<file path="config.mk">
export PLATFORM = sky130hd
export DESIGN_NAME = clk_div_n
export DESIGN_NICKNAME = d
export VERILOG_FILES = /design/src/rtl/clk_div_n.sv
export SDC_FILE = /design/constraint.sdc
export NUM_CORES = 1
export LEC_CHECK = 0
export BUFFER_PORTS_ARGS = -buffer_cell sky130_fd_sc_hd__buf_2
export CORE_AREA = 2 2 39 41
export CTS_CLUSTER_DIAMETER = 30
export DETAILED_ROUTE_END_ITERATION = 8
export DIE_AREA = 0 0 41 43
export PLACE_DENSITY = 0.46
export SLEW_MARGIN = 5
export SYNTH_ARGS = -nofsm -noshare
export SYNTH_HDL_FRONTEND = slang
export SYNTH_SLANG_ARGS = --single-unit
export TNS_END_PERCENT = 1
</file>
<file path="constraint.sdc">
create_clock -name clk -period 3.1 [get_ports clk]
set_input_delay 0.155 -clock clk [delete_from_list [all_inputs] [get_ports clk]]
set_output_delay 0.155 -clock clk [all_outputs]
set_load 0.005 [all_outputs]
</file>
<file path="src/rtl/clk_div_n.sv">
// ============================================================================
// Module   : clk_div_n
// Brief    : Programmable clock-enable divider, one pulse every P+1 clk cycles.
//            Optional macro CLK_DIV_N_PRESCALE_LATCH_EN latches P per period.
// Revision : 1.0 - initial release
// ============================================================================
`default_nettype none

module clk_div_n #(
    parameter int WIDTH = 5
) (
    input  logic             clk,
    input  logic             resetN,
    input  logic [WIDTH-1:0] preScaleValue,
    output logic             slowEnPulse,
    output logic             slowEnPulse_d
);

    localparam logic [WIDTH-1:0] c_ONE  = WIDTH'(1);
    localparam logic [WIDTH-1:0] c_ZERO = '0;

    logic [WIDTH-1:0] cnt_q;
    logic [WIDTH-1:0] cnt_d;
    logic             pulse_q;
    logic             pulse_d;
    logic             pulse_dly_q;
    logic [WIDTH-1:0] w_p;

`ifdef CLK_DIV_N_PRESCALE_LATCH_EN
    // Shadow copy of P: reloaded only at period boundaries so the running
    // period always finishes with the value it started with.
    logic [WIDTH-1:0] p_q;

    always_ff @(posedge clk) begin
        if (resetN) begin
            p_q <= preScaleValue;
        end else if (pulse_d) begin
            p_q <= preScaleValue;
        end
    end

    assign w_p = p_q;
`else
    assign w_p = preScaleValue;
`endif

    // The >= compare (not ==) makes a lowered P terminate the period at once.
    always_comb begin
        cnt_d   = cnt_q + c_ONE;
        pulse_d = 1'b0;
        if (cnt_q >= w_p) begin
            cnt_d   = c_ZERO;
            pulse_d = 1'b1;
        end
    end

    always_ff @(posedge clk) begin
        if (resetN) begin
            cnt_q       <= c_ZERO;
            pulse_q     <= 1'b0;
            pulse_dly_q <= 1'b0;
        end else begin
            cnt_q       <= cnt_d;
            pulse_q     <= pulse_d;
            pulse_dly_q <= pulse_q;
        end
    end

    assign slowEnPulse   = pulse_q;
    assign slowEnPulse_d = pulse_dly_q;

endmodule

`default_nettype wire

</file>
# After elaboration in Yosys (flattened, before gate mapping)
# Cells that the tools add are included.
# totals
regBits	7
latch_bits	0
romBits	0
ramBits	0
out_inout_bits	2
memories	0
# op_classes
mul	0
eq_ne	0
add_sub_neg	1
div	0
n_bitwise	0
n_lt_le_gt_ge	1
reduce_logical	1
shift	0
muxes	1
# ops
op	n
5-bit by 1-bit adder with 5-bit output (second input constant)	1
5-bit greater-or-equal comparator	1
2-bit OR reduction	1
1-bit 2-to-1 mux	1

# Depth between registers and ports, before layout
# depth
word_depth	2
depth_mapped	6

# Worst setup path after synthesis
# Ideal clock, no wire load.
# synth_timing
path_kind	reg2reg
start	reg cnt_q[0]
end	reg pulse_q, in the netlist slowEnPulse
setup_slack_ps	1783
arrival_time_ps	1203
stages_incl_launch_ff	7
cell_sequence	dfxtp_1 > inv_1 > ha_1 > nand2b_1 > a31oi_1 > o21ai_2 > nor2b_1
# synth_via
elab_chain_cells	2
# synth_rtl
item	line_no	text
start, declared	22	logic [WIDTH-1:0] cnt_q;
start signal, assigned	59	cnt_q <= c_ZERO;
start signal, assigned	63	cnt_q <= cnt_d;
5-bit greater-or-equal comparator	51	if (cnt_q >= w_p) begin
1-bit 2-to-1 mux	51	
end signal, assigned	64	pulse_q <= pulse_d;
end, declared	24	logic pulse_q;
# No other way between the ends.
# A chain may end at the register's enable or synchronous reset.

# Worst setup path after layout
# Same ends and word-level chain as after synthesis.

==> run metrics <==
outcome=completed; adder-cell share of the synthesized area=0.213; nets=62; setup TNS=0 ns; largest family of logic cells by synthesized area=adder cells; Register Area=140 um2; CTS clock-pin slew for the worst setup and hold paths=roughly 0.05 ns; pin count of the biggest net entering global routing=8; CTS Hold Bufs=0; CP endpoint kind=flip-flop; Max Clock Skew=0.00409 ns; XOR/XNOR Fraction of Synth Area=0.0745; Syn Area/Cell=9.80 um2; max-cap viol count=0; most common cell after layout, fill and taps aside=buf_2; Switching Fraction=0.233; die height=43 um; worst reg2reg path startpoint=cnt_q[0]; Clk pwr share=0.380; Layout area overhead=24.5%; CTS-repair resized insts=0; antenna fix cells=0; fillers=154; crit-path cells=inv_1 -> ha_1 -> nand2b_1 -> a31oi_1 -> o21ai_2 -> nor2b_1; dpl cell area=between 400 and 500 um2; vias in the first global route=245; DR pass1 iterations=1; WHS Path Cells=2; crit path kind=flip-flop to flip-flop; critical path required time=about 3.2 ns; WL/cell=~8.0 um; chip width=about 41 um; Post-Synth Simple-Gate Area=0.184; final hold viol count=0; final setup violation count=0; Multi-input gate area=roughly 190 um2; Clock Sinks=7; TritonCTS Buffers=3; Routed WL=514 um; Hold Path Class=input pin to flip-flop; Reg2Reg Depth=6; peak fanout along the critical path=6; Crit Reg-Reg Endpoint=slowEnPulse; Period minus WS final=1.42 ns; CTS tree=done; internal power=between 0.15 and 0.2 mW; crit start category=flip-flop; hold worst-path end=slowEnPulse_d; Worst-Margin Slew=approximately 0.28 ns; routed via count=269; gp weighted congestion=0.649; Net Sw Power=0.0487 mW; Final WS setup=1.68 ns; Final ANT Viol Nets=0; register area share after synthesis=0.397; max incr delay on CP=roughly 0.38 ns; HP Start=resetN; share of cells above drive strength 1=0.271; Power Dens Cells=477 nW/um2; Port Buffers=8; num rows=14; max frequency=707 MHz; Slew Limit Fails=0; global-route wire length before repair=around 900 um; number of synthesized register bits=7; core region area=1380 um2; Fin Hold WS=0.170 ns; Mapped Area=353 um2; Initial Util=0.255; Leak=0.225 nW; vias per inst=4.20; CTS root buf=clkbuf_4; Synth cell types=15; DRC=0; Post-CTS Setup Inserts=0; R2R Setup Slk=1.68 ns; die footprint=1760 um2; compound-cell area share of the yosys netlist=0.0780; part of the power in combinational logic=0.139; Seq pwr share=0.481; worst endpoint data arrival time=1.55 ns; Tcrit/Tclk final=0.457; boundary pin count=9; Peak VDD IR=roughly 0.00017 V; headroom to the max-slew limit=0.813; commonest non-fill, non-tap cells in the layout=buf_2, dfxtp_1, ha_1; clock buffer depth=2; Synthesis Warnings=0; antenna violations before repair=0; Skew-Pair Late Insertion Delay=roughly 0.24 ns; syn_nets=49; pre-CTS WS=1.67 ns; DRT iter0 DRCs=0; Slowest-stage cell, CP=dfxtp_1; Final Cell Area=439 um2; mux contribution to synthesized area=0; H-tree Lvls=1; Tot GR Track Use=0.0775; Syn Inst Count=36; RSZ-0062 raised after global routing=false; grt ovf=0
-- flip-flops by register name, indices dropped and copies added, names as in the netlist --
register / count
slowEnPulse_d: 1
cnt_q: 5
slowEnPulse: 1
-- through the flow --
| step | power, mW | utilization | std cells |
|---|---|---|---|
| 2_1_floorplan | 0.122 | - | 36 |
| 3_3_place_gp | 0.132 | 0.298 | 60 |
| 3_5_place_dp | 0.133 | 0.298 | 60 |
| 4_1_cts | 0.215 | 0.317 | 64 |
| 5_1_grt | 0.226 | 0.317 | 64 |
| 6_report | 0.209 | 0.317 | 64 |
-- synthesized netlist by cell type --
master    number  share of area
a21o_1         1          0.021
a21oi_1        1          0.014
a31oi_1        1          0.018
dfxtp_1        7           0.40
ha_1           6           0.21
inv_1          5          0.053
nand2_1        1          0.011
nand2b_1       1          0.018
nand3_1        2          0.028
nor2b_1        2          0.035
nor3_1         4          0.057
nor3b_2        1          0.035
o21ai_2        1          0.025
xnor2_1        1          0.025
xor2_1         2          0.050
-- layer usage --
| layer | global-route usage | vias to the layer above | wire length [um] |
|---|---|---|---|
| met2 | 0.119 | 5 | 260 |
| met3 | 0.0628 | 0 | 35 |
| met1 | 0.0874 | 118 | 218 |
| met5 | 0 | - | 0 |
| met4 | 0 | 0 | 0 |
| li1 | - | 146 | - |
-- cell families (layout without fill, tap and decap cells) --
kind of cell    count (synthesis)  count (layout)
flops                           7               7
fa+ha+maj                       6               6
xor+xnor                        3               3
simple gates                   11              11
buf+inv                         5              17
compound gates                  4               4
-- critical path: cells and delay by family (launching register included) --
family | cells | cell delay, ns
and+or+nand+nor | 2 | 0.29
adders and majority gates | 1 | 0.26
buffers and inverters | 1 | 0.06
DFF | 1 | 0.38
AOI/OAI and AO/OA | 2 | 0.34
-- power groups by stage --
stage,Combinational [mW],Clock [mW],Sequential (mW)
after CTS,0.0302,0.0839,0.101
final,0.0290,0.0796,0.101
after floorplan,0.0206,0,0.102
after global routing,0.0355,0.0891,0.102
after global placement,0.0293,0,0.103
after detailed placement,0.0302,0,0.103
-- worst max-delay path by stage --
stage / from / to / slack [ns] / cells after the start
floorplan: cnt_q[0] / slowEnPulse / 1.78 / 6
CTS: cnt_q[0] / cnt_q[0] / 1.64 / 6
finish: cnt_q[0] / slowEnPulse / 1.68 / 6
global placement: cnt_q[0] / slowEnPulse / 1.68 / 6
global route: cnt_q[0] / cnt_q[2] / 1.50 / 6
detailed placement: cnt_q[0] / cnt_q[2] / 1.67 / 6
-- cell type report --
type	instances	share of cell area
well taps	16	0.0456
repair buffers	8	0.0912
multi-input cells	24	0.442
clock buffers	4	0.0598
inverters	5	0.0427
flip-flops and latches	7	0.319
Power figures use the tool's default switching activity.
